===== src/rtl/uart_ctrl_pkg.sv =====
// Shared types and defaults for the UART transmit scheduler.
package uart_ctrl_pkg;

    typedef enum logic [1:0] {
        IDLE = 2'd0,
        LOAD = 2'd1,
        SEND = 2'd2,
        DONE = 2'd3
    } sched_state_e;

    localparam int unsigned DEFAULT_NREQ    = 4;
    localparam int unsigned DEFAULT_DW      = 8;
    localparam int unsigned DEFAULT_TIMEOUT = 4096;

    // Index following i on a ring of n entries.
    function automatic int wrap_inc(input int i, input int n);
        return (i + 1 >= n) ? 0 : i + 1;
    endfunction

endpackage


===== src/rtl/uart_tx_sched_if.sv =====
// Requester and transmitter-side signals of the UART transmit scheduler.
interface uart_tx_sched_if #(
    parameter int unsigned NREQ = 4,
    parameter int unsigned DW   = 8
);
    localparam int unsigned IW = $clog2(NREQ);

    logic [NREQ-1:0]    req_valid;
    logic [NREQ*DW-1:0] req_data;
    logic [NREQ-1:0]    req_ready;
    logic [NREQ-1:0]    req_done;
    logic [NREQ-1:0]    req_err;
    logic               tx_newd;
    logic [DW-1:0]      tx_data;
    logic               tx_line;
    logic               tx_done;
    logic               busy;
    logic [IW-1:0]      grant_id;

    // Requesters plus the transmitter side of the link.
    modport master (
        output req_valid, req_data, tx_line, tx_done,
        input  req_ready, req_done, req_err, tx_newd, tx_data, busy, grant_id
    );

    // The scheduler itself.
    modport slave (
        input  req_valid, req_data, tx_line, tx_done,
        output req_ready, req_done, req_err, tx_newd, tx_data, busy, grant_id
    );

endinterface


===== src/rtl/uart_rr_arbiter.sv =====
// Round-robin winner select over req_valid starting at ptr; ptr moves past each grant.
module uart_rr_arbiter
    import uart_ctrl_pkg::*;
#(
    parameter int unsigned NREQ = DEFAULT_NREQ
) (
    input  logic                    clk,
    input  logic                    rst,
    input  logic [NREQ-1:0]         req_valid,
    input  logic                    grant,
    output logic [$clog2(NREQ)-1:0] win_c,
    output logic                    any_c
);
    localparam int unsigned IW = $clog2(NREQ);

    logic [IW-1:0] ptr;
    int            idx;

    // Scan from the far end back toward ptr so the closest valid requester wins.
    always_comb begin
        win_c = '0;
        any_c = 1'b0;
        idx   = 0;
        for (int k = int'(NREQ) - 1; k >= 0; k--) begin
            idx = int'(ptr) + k;
            if (idx >= int'(NREQ)) begin
                idx = idx - int'(NREQ);
            end
            if (req_valid[IW'(idx)]) begin
                win_c = IW'(idx);
                any_c = 1'b1;
            end
        end
    end

    always_ff @(posedge clk or negedge rst) begin
        if (!rst) begin
            ptr <= '0;
        end else if (grant) begin
            ptr <= IW'(wrap_inc(int'(win_c), int'(NREQ)));
        end
    end

endmodule


===== src/rtl/uart_tx_sched.sv =====
// Shares one UART transmitter between NREQ byte requesters: grant, load, confirm start bit, await done.
module uart_tx_sched
    import uart_ctrl_pkg::*;
#(
    parameter int unsigned NREQ    = DEFAULT_NREQ,
    parameter int unsigned DW      = DEFAULT_DW,
    parameter int unsigned TIMEOUT = DEFAULT_TIMEOUT
) (
    input  logic           clk,
    input  logic           rst,
    uart_tx_sched_if.slave bus
);
    localparam int unsigned IW = $clog2(NREQ);
    localparam int unsigned TW = $clog2(TIMEOUT);

    sched_state_e    state, state_nxt;
    logic [NREQ-1:0] ready_q, ready_nxt;
    logic [NREQ-1:0] fin_q, fin_nxt;
    logic [NREQ-1:0] err_q, err_nxt;
    logic            newd_q, newd_nxt;
    logic [DW-1:0]   data_q, data_nxt;
    logic [IW-1:0]   gid_q, gid_nxt;
    logic            busy_q;
    logic            armed, armed_nxt;
    logic [TW-1:0]   timer, timer_nxt;

    logic            line_s1, line_s;
    logic            done_s1, done_s, done_d;
    logic            done_rise_c;
    logic            expire_c;
    logic            grant_c;
    logic [IW-1:0]   win_c;
    logic            any_c;

    assign bus.req_ready = ready_q;
    assign bus.req_done  = fin_q;
    assign bus.req_err   = err_q;
    assign bus.tx_newd   = newd_q;
    assign bus.tx_data   = data_q;
    assign bus.busy      = busy_q;
    assign bus.grant_id  = gid_q;

    assign done_rise_c = done_s & ~done_d;
    assign expire_c    = (timer == TW'(TIMEOUT - 1));

    uart_rr_arbiter #(
        .NREQ (NREQ)
    ) u_arb (
        .clk       (clk),
        .rst       (rst),
        .req_valid (bus.req_valid),
        .grant     (grant_c),
        .win_c     (win_c),
        .any_c     (any_c)
    );

    // Two-flop synchronizers; line idles high so it resets to 1.
    always_ff @(posedge clk or negedge rst) begin
        if (!rst) begin
            line_s1 <= 1'b1;
            line_s  <= 1'b1;
            done_s1 <= 1'b0;
            done_s  <= 1'b0;
            done_d  <= 1'b0;
        end else begin
            line_s1 <= bus.tx_line;
            line_s  <= line_s1;
            done_s1 <= bus.tx_done;
            done_s  <= done_s1;
            done_d  <= done_s;
        end
    end

    // Next state and next registered outputs.
    always_comb begin
        state_nxt = state;
        ready_nxt = '0;
        fin_nxt   = '0;
        err_nxt   = '0;
        newd_nxt  = newd_q;
        data_nxt  = data_q;
        gid_nxt   = gid_q;
        armed_nxt = armed;
        timer_nxt = timer;
        grant_c   = 1'b0;
        case (state)
            IDLE: begin
                if (any_c) begin
                    grant_c          = 1'b1;
                    data_nxt         = bus.req_data[int'(DW) * int'(win_c) +: DW];
                    gid_nxt          = win_c;
                    ready_nxt[win_c] = 1'b1;
                    armed_nxt        = 1'b0;
                    timer_nxt        = '0;
                    newd_nxt         = 1'b1;
                    state_nxt        = LOAD;
                end
            end
            LOAD: begin
                timer_nxt = timer + TW'(1);
                if (line_s) begin
                    armed_nxt = 1'b1;
                end
                // A low line only counts as our start bit once idle-high was observed.
                if (armed && !line_s) begin
                    newd_nxt  = 1'b0;
                    state_nxt = SEND;
                end else if (expire_c) begin
                    err_nxt[gid_q] = 1'b1;
                    newd_nxt       = 1'b0;
                    state_nxt      = IDLE;
                end
            end
            SEND: begin
                timer_nxt = timer + TW'(1);
                newd_nxt  = 1'b0;
                if (done_rise_c) begin
                    fin_nxt[gid_q] = 1'b1;
                    state_nxt      = DONE;
                end else if (expire_c) begin
                    err_nxt[gid_q] = 1'b1;
                    state_nxt      = IDLE;
                end
            end
            DONE: begin
                state_nxt = IDLE;
            end
        endcase
    end

    always_ff @(posedge clk or negedge rst) begin
        if (!rst) begin
            state   <= IDLE;
            ready_q <= '0;
            fin_q   <= '0;
            err_q   <= '0;
            newd_q  <= 1'b0;
            data_q  <= '0;
            gid_q   <= '0;
            busy_q  <= 1'b0;
            armed   <= 1'b0;
            timer   <= '0;
        end else begin
            state   <= state_nxt;
            ready_q <= ready_nxt;
            fin_q   <= fin_nxt;
            err_q   <= err_nxt;
            newd_q  <= newd_nxt;
            data_q  <= data_nxt;
            gid_q   <= gid_nxt;
            busy_q  <= (state_nxt != IDLE);
            armed   <= armed_nxt;
            timer   <= timer_nxt;
        end
    end

endmodule


===== src/flat_wrapper.sv =====
// flat-port wrapper written by rule: the top's interface ports become plain ports
module uart_tx_sched_flat import uart_ctrl_pkg::*;
#(
    parameter int unsigned NREQ    = DEFAULT_NREQ,
    parameter int unsigned DW      = DEFAULT_DW,
    parameter int unsigned TIMEOUT = DEFAULT_TIMEOUT
)
  (clk, rst, bus_req_valid, bus_req_data, bus_tx_line, bus_tx_done, bus_req_ready, bus_req_done, bus_req_err, bus_tx_newd, bus_tx_data, bus_busy, bus_grant_id);
  uart_tx_sched_if #(.NREQ(NREQ), .DW(DW)) bus_i ();
  input  logic clk;
  input  logic rst;
  input wire logic [$bits(bus_i.req_valid)-1:0] bus_req_valid;
  input wire logic [$bits(bus_i.req_data)-1:0] bus_req_data;
  input wire logic [$bits(bus_i.tx_line)-1:0] bus_tx_line;
  input wire logic [$bits(bus_i.tx_done)-1:0] bus_tx_done;
  output wire logic [$bits(bus_i.req_ready)-1:0] bus_req_ready;
  output wire logic [$bits(bus_i.req_done)-1:0] bus_req_done;
  output wire logic [$bits(bus_i.req_err)-1:0] bus_req_err;
  output wire logic [$bits(bus_i.tx_newd)-1:0] bus_tx_newd;
  output wire logic [$bits(bus_i.tx_data)-1:0] bus_tx_data;
  output wire logic [$bits(bus_i.busy)-1:0] bus_busy;
  output wire logic [$bits(bus_i.grant_id)-1:0] bus_grant_id;
  assign bus_i.req_valid = bus_req_valid;
  assign bus_i.req_data = bus_req_data;
  assign bus_i.tx_line = bus_tx_line;
  assign bus_i.tx_done = bus_tx_done;
  assign bus_req_ready = bus_i.req_ready;
  assign bus_req_done = bus_i.req_done;
  assign bus_req_err = bus_i.req_err;
  assign bus_tx_newd = bus_i.tx_newd;
  assign bus_tx_data = bus_i.tx_data;
  assign bus_busy = bus_i.busy;
  assign bus_grant_id = bus_i.grant_id;
  uart_tx_sched #(.NREQ(NREQ), .DW(DW), .TIMEOUT(TIMEOUT)) u_core (.clk(clk), .rst(rst), .bus(bus_i));
endmodule

===== config.mk =====
export PLATFORM = sky130hd
export DESIGN_NAME = uart_tx_sched_flat
export DESIGN_NICKNAME = d
export VERILOG_FILES = /design/src/rtl/uart_ctrl_pkg.sv /design/src/rtl/uart_tx_sched_if.sv /design/src/rtl/uart_rr_arbiter.sv /design/src/rtl/uart_tx_sched.sv /design/src/flat_wrapper.sv
export SDC_FILE = /design/constraint.sdc
export NUM_CORES = 1
export LEC_CHECK = 0
export BUFFER_PORTS_ARGS = -buffer_cell sky130_fd_sc_hd__buf_2
export CAP_MARGIN = 20
export CORE_ASPECT_RATIO = 1.5
export CORE_UTILIZATION = 50
export DETAILED_ROUTE_END_ITERATION = 16
export PLACE_DENSITY = 0.79
export SETUP_SLACK_MARGIN = 0.4
export SYNTH_ARGS = -nofsm -noshare
export SYNTH_HDL_FRONTEND = slang
export SYNTH_SLANG_ARGS = --single-unit

===== constraint.sdc =====
create_clock -name clk -period 5.3 [get_ports clk]
set_input_delay 0.795 -clock clk [delete_from_list [all_inputs] [get_ports clk]]
set_output_delay 0.795 -clock clk [all_outputs]
set_load 0.01 [all_outputs]

==> out/metrics.cfg, run 1 <==
[yosys]
synth_area_leaders = dfrtp_1 45%, mux2i_1 6.9%, nor3_1 5.7%
synth_top_cell_by_area = dfrtp_1
yosysWarnings = 0
netlist.area_leader.share_pct = 44.5
ys.flop_type = dfrtp_1
synth-edff-count = 0
synth_area_mm2 = 0.00247
ys_seq_area_share_pct = 46.7
synthCells = 241
async_flop_share_pct = 100
ys_types = 49
syn_area_per_cell_um2 = 10.3
ys_ff_latch = 46
syn_nets = 291

[setup_path]
reg2reg_to = u_core.timer[5]
reg2reg_from = u_core.state[1]
worst_setup_path_start_kind = flop
crit_arrival_ps = 2560
critPathMaxFanout = 19
path_class = reg -> reg
max_stage_delay_ps = 560
end_kind = flop
path_delay_family = simple AND/OR/NAND/NOR gates
crit_chain = inv_1 > ha_1 > nor2_1 > a211o_1 > or3_2 > a21oi_1
path_buf_inv = 1
r2r_setup_slack_ps = 2970
r2r_cells = 6
crit_slowest_cell = ha_1
required_ps = 5530

[placement]
gp_congestion = 0.812
io_buffers = 63
hpwl_um = 3620

[layout]
antenna_cells = 0
nNetsFinal = 351
final_core_util_pct = 61.3
layout_commonest_cell = buf_2
drive_above_1_share_pct = 28.8
syn_to_final_growth_pct = 18.3
final_cell_mix = 63 x buf_2, 44 x dfrtp_1, 28 x nor3_1
n_fill_cell = 413

[timing]
final_hold_viol_count = 0
slew_viol_final = 0
fin_crit_sh_pct = 44.0
clock.fmax_mhz = 429
maxSlewHeadroom_pct = 46.5
post-route-min-period_ps = 2330
fin_tns_setup_ps = 0
worst_pin_slew_ps = 796
skew_ps = 8.01
rsz0062_at_grt = no
holdWs_ps = 290
setup_viol_count_final = 0

[die]
die-height_um = 88.1
dieWidth_um = 59.4
initial_core_util_pct = 51.8
die-area_mm2 = 0.00524
rows = 31
coreArea_mm2 = 0.00477
io_pins = 64

[route]
avgViaCountPerCell = 5.33
via_count = 1960
wl_per_cell_um = 13.7
antenna_left = 0
totalWireLength_um = 5040
detailedRoute.firstPassIterationCount = 4
drtIter0Drc = 51
drc = 0

[flow_run]
drv_cap = 0

[clocking]
cts.path.max_buffers = 2
cts_tree = done
clk_pin_slew_ps = 90
clkSinkCount = 46
insertion_delay_ps = 310
htree_levels = 2
numCtsBuffers = 5
post-cts-setup-buffers = 0
cts_resized = 0
holdBufCountCts = 0
cts_root_buffer = clkbuf_8

[global_routing]
grt_antenna_before_repair = 0
grt-ovfl-total = 0
grt_usage_pct = 21.5
grt_max_degree = 47
grt_pass1_wl_um = 8490
grt_pass1_vias = 1930

[min_path]
hold_class = in -> async

[power_and_ir_drop]
p_leak_nw = 1.50
power.density_mw_per_mm2 = 509
ir_drop_mv = 0.375
power_w = 0.00149
clkPwrFrac_pct = 18.0
pwr-share-seq_pct = 36.4
netSwitchingFraction_pct = 41.3
p_int_w = 0.000873
p_comb_share_pct = 45.6
p_sw_w = 0.000614

[status]
status = finished clean

-- cells in the mapped netlist (2+ instances only) --
master     n
dfrtp_1   44
nor3_1    28
mux2i_1   17
nand2_1   16
nor2_1    15
inv_1     12
o21ai_0   12
a21oi_1   11
a211o_1   10
ha_1      10
xnor2_1    7
and3_1     5
buf_2      5
clkbuf_1   3
nand3_1    3
nand3b_1   3
nor3b_1    3
and3b_1    2
buf_6      2
dfstp_2    2
nor4_1     2
o221ai_2   2
-- through the flow --
step / setup WS [ps] / std cells / instance area (um^2)
detailed placement: 2760 / 359 / 2790
finish: 2970 / 368 / 2920
floorplan: 3060 / 241 / 2470
global route: 2790 / 368 / 2920
global placement: 2810 / 359 / 2790
CTS: 2970 / 367 / 2900
-- flip-flops by register name, indices dropped and copies added, names as in the netlist, 2 cells and up --
name / flops
u_core.bus.grant_id: 2
u_core.bus.req_done: 4
u_core.bus.req_err: 4
u_core.bus.req_ready: 4
u_core.bus.tx_data: 8
u_core.state: 2
u_core.timer: 12
u_core.u_arb.ptr: 2
-- per-layer routing --
metal	wire [um]	GRT usage, %
met1	2030	24.0
met2	2700	39.4
met3	245	4.43
met4	68	7.58
met5	0	0
-- cell families after synthesis --
family                     share of synthesized area, %
and+or+nand+nor                                    19.2
DFF                                                46.7
AOI/OAI and AO/OA                                  12.6
buffers and inverters                              5.62
muxes                                              8.40
adders and majority gates                          5.06
xor gates and xnor gates                           2.48
-- how the worst max path moves through the flow --
stage / start / to / depth (start not counted)
final: u_core.state[1] / u_core.timer[5] / 6
after floorplan: bus_req_valid[1] / u_core.u_arb.ptr[1] / 7
after global placement: bus_req_valid[1] / u_core.u_arb.ptr[1] / 7
after detailed placement: bus_req_valid[3] / u_core.bus.tx_newd / 6
after global routing: u_core.state[1] / u_core.timer[5] / 6
after CTS: u_core.state[1] / u_core.timer[9] / 7
-- area by class of cell --
| type | count | area, um^2 | share of cell area [%] |
|---|---|---|---|
| timing repair buffer | 65 | 343 | 11.7 |
| clock buffer | 5 | 68.8 | 2.35 |
| tap | 66 | 82.6 | 2.82 |
| inverter | 14 | 52.6 | 1.80 |
| clock inverter | 3 | 43.8 | 1.50 |
| sequential | 46 | 1150 | 39.5 |
| multi-input combinational | 169 | 1180 | 40.4 |
-- power by group through the flow --
stage	Clock, W	Sequential, W	Combinational [W]
final	0.000268	0.000541	0.000678
after global routing	0.000283	0.000556	0.000765
after CTS	0.000273	0.000541	0.000683
after detailed placement	0	0.000546	0.000680
after global placement	0	0.000542	0.000660
after floorplan	0	0.000545	0.000531
Power figures use the tool's default switching activity.
==> inputs of run 2 (changes only) <==
Settings changed: CORE_UTILIZATION 50 to 48.
Clock period 5.3 ns to 2.05 ns, I/O delays scaled along.
==> out/metrics.cfg, run 2 (synthesis gave the netlist of run 1 again) <==
[setup_path]
r2r_setup_slack_ps = 120
reg2reg_to = u_core.bus.tx_data[0]
path_buf_inv = 2
endpoint = u_core.bus.tx_data[0]
path_class = reg -> reg
crit_slowest_cell = dfrtp_2
critPathMaxFanout = 5
crit_path_start = u_core.u_arb.ptr[1]
max_stage_delay_ps = 450
worst_setup_path_start_kind = flop
end_kind = flop
required_ps = 2240
path_delay_family = multiplexers
reg2reg_from = u_core.u_arb.ptr[1]
crit_chain = mux2_4 > o221ai_4 > buf_12 > buf_16 > mux2i_1 > nor3_2 > a211o_1
r2r_cells = 7
cp_num_cells = 7
crit_arrival_ps = 2110

[placement]
gp_congestion = 0.812
hpwl_um = 3720
io_buffers = 63

[die]
coreArea_mm2 = 0.00489
die-area_mm2 = 0.00545
initial_core_util_pct = 50.6
die-height_um = 89.9
dieWidth_um = 60.6
io_pins = 64
rows = 31

[power_and_ir_drop]
ir_drop_mv = 0.810
power.density_mw_per_mm2 = 1300
p_leak_nw = 1.69

[clocking]
numCtsBuffers = 5
insertion_delay_ps = 300
clkSinkCount = 46
clk_pin_slew_ps = 80
cts_root_buffer = clkbuf_8
cts_tree = done
cts.path.max_buffers = 2
htree_levels = 2

[timing]
setup_viol_count_final = 0
post-route-min-period_ps = 1930
maxSlewHeadroom_pct = 64.1
clock.fmax_mhz = 519
fin_tns_setup_ps = 0
rsz0062_at_grt = yes
worst_pin_slew_ps = 538
final_hold_viol_count = 0
skew_ps = 6.02
fin_crit_sh_pct = 94.1
slew_viol_final = 0
holdWs_ps = 110

[layout]
drive_above_1_share_pct = 45.2
largest_reg_flops = 12
n_fill_cell = 383
antenna_cells = 0
final_cell_mix = 63 x buf_2, 41 x dfrtp_1, 26 x buf_4
largest_register = u_core.timer
nNetsFinal = 381
layout_commonest_cell = buf_2
syn_to_final_growth_pct = 37.9

[global_routing]
grt_pass1_vias = 2158
grt_usage_pct = 23.1
grt_antenna_before_repair = 0
grt-ovfl-total = 0
grt_pass1_wl_um = 9590
grt_max_degree = 33

[route]
wl_per_cell_um = 14.5
via_count = 2161
detailedRoute.firstPassIterationCount = 4
drtIter0Drc = 85
antenna_left = 0
avgViaCountPerCell = 5.43
totalWireLength_um = 5790
drc = 0

[status]
status = finished clean

[min_path]
min_path_cells = 1
hold_class = in -> reg

[flow_run]
drv_cap = 0

-- run 2: repair_timing --
| item | CTS | global route |
|---|---|---|
| pin swaps | 10 | 7 |
| gates cloned | 1 | 2 |
| buffers inserted | 16 | 4 |
| hold buffers | 1 | 0 |
| endpoints found under the hold margin | 10 | 0 |
| resized for setup | 19 | 23 |
| setup endpoints to repair | 30 | 33 |
-- run 2: worst register-to-register path, stage by stage (launching register included) --
cell	delay [ps]
dfrtp_2	450
mux2_4	320
o221ai_4	250
buf_12	160
buf_16	120
mux2i_1	220
nor3_2	70
a211o_1	230
-- run 2: power breakdown --
group	leakage, nW	switching, W	internal (W)
Combinational	1.06	0.00133	0.00117
Sequential	0.587	0.000221	0.00117
Clock	0.0441	0.000318	0.000240
Total	1.69	0.00187	0.00258
-- run 2: area by class of cell --
type	instances	area [um^2]	share of cell area, %
Timing Repair inverter	1	5.00	0.147
Inverter	14	67.6	1.98
Clock buffer	5	68.8	2.02
Timing Repair Buffer	94	613	18.0
Multi-Input combinational cell	169	1390	40.9
Sequential cell	46	1160	33.9
Tap cell	66	82.6	2.42
Clock inverter	3	21.3	0.624
-- run 2: worst min-delay path by stage --
stage	start	end	slack (ps)
final	bus_tx_line	u_core.line_s1	110
after global routing	bus_tx_line	u_core.line_s1	100
after CTS	bus_tx_line	u_core.line_s1	100
after detailed placement	rst	u_core.bus.req_err[1]	320
after global placement	rst	u_core.bus.req_err[1]	310
after floorplan	rst	u_core.armed	10
-- run 2: per-stage QoR --
stage	util (%)	total power, W	instance area, um^2	setup WS [ps]	std cells
2_1_floorplan	-	0.00292	2550	211	241
3_5_place_dp	59.9	0.00340	2930	141	366
3_3_place_gp	59.9	0.00332	2930	223	366
5_1_grt	69.8	0.00477	3410	64.7	398
6_report	69.8	0.00444	3410	122	398
4_1_cts	66.8	0.00423	3270	162	392
-- run 2: routing by layer --
layer	share of wire, %	track usage (%)	wire [um]
met1	37	27.0	2160
met2	56	40.2	3220
met3	4.8	4.03	279
met4	2.2	8.90	125
met5	0	0	0
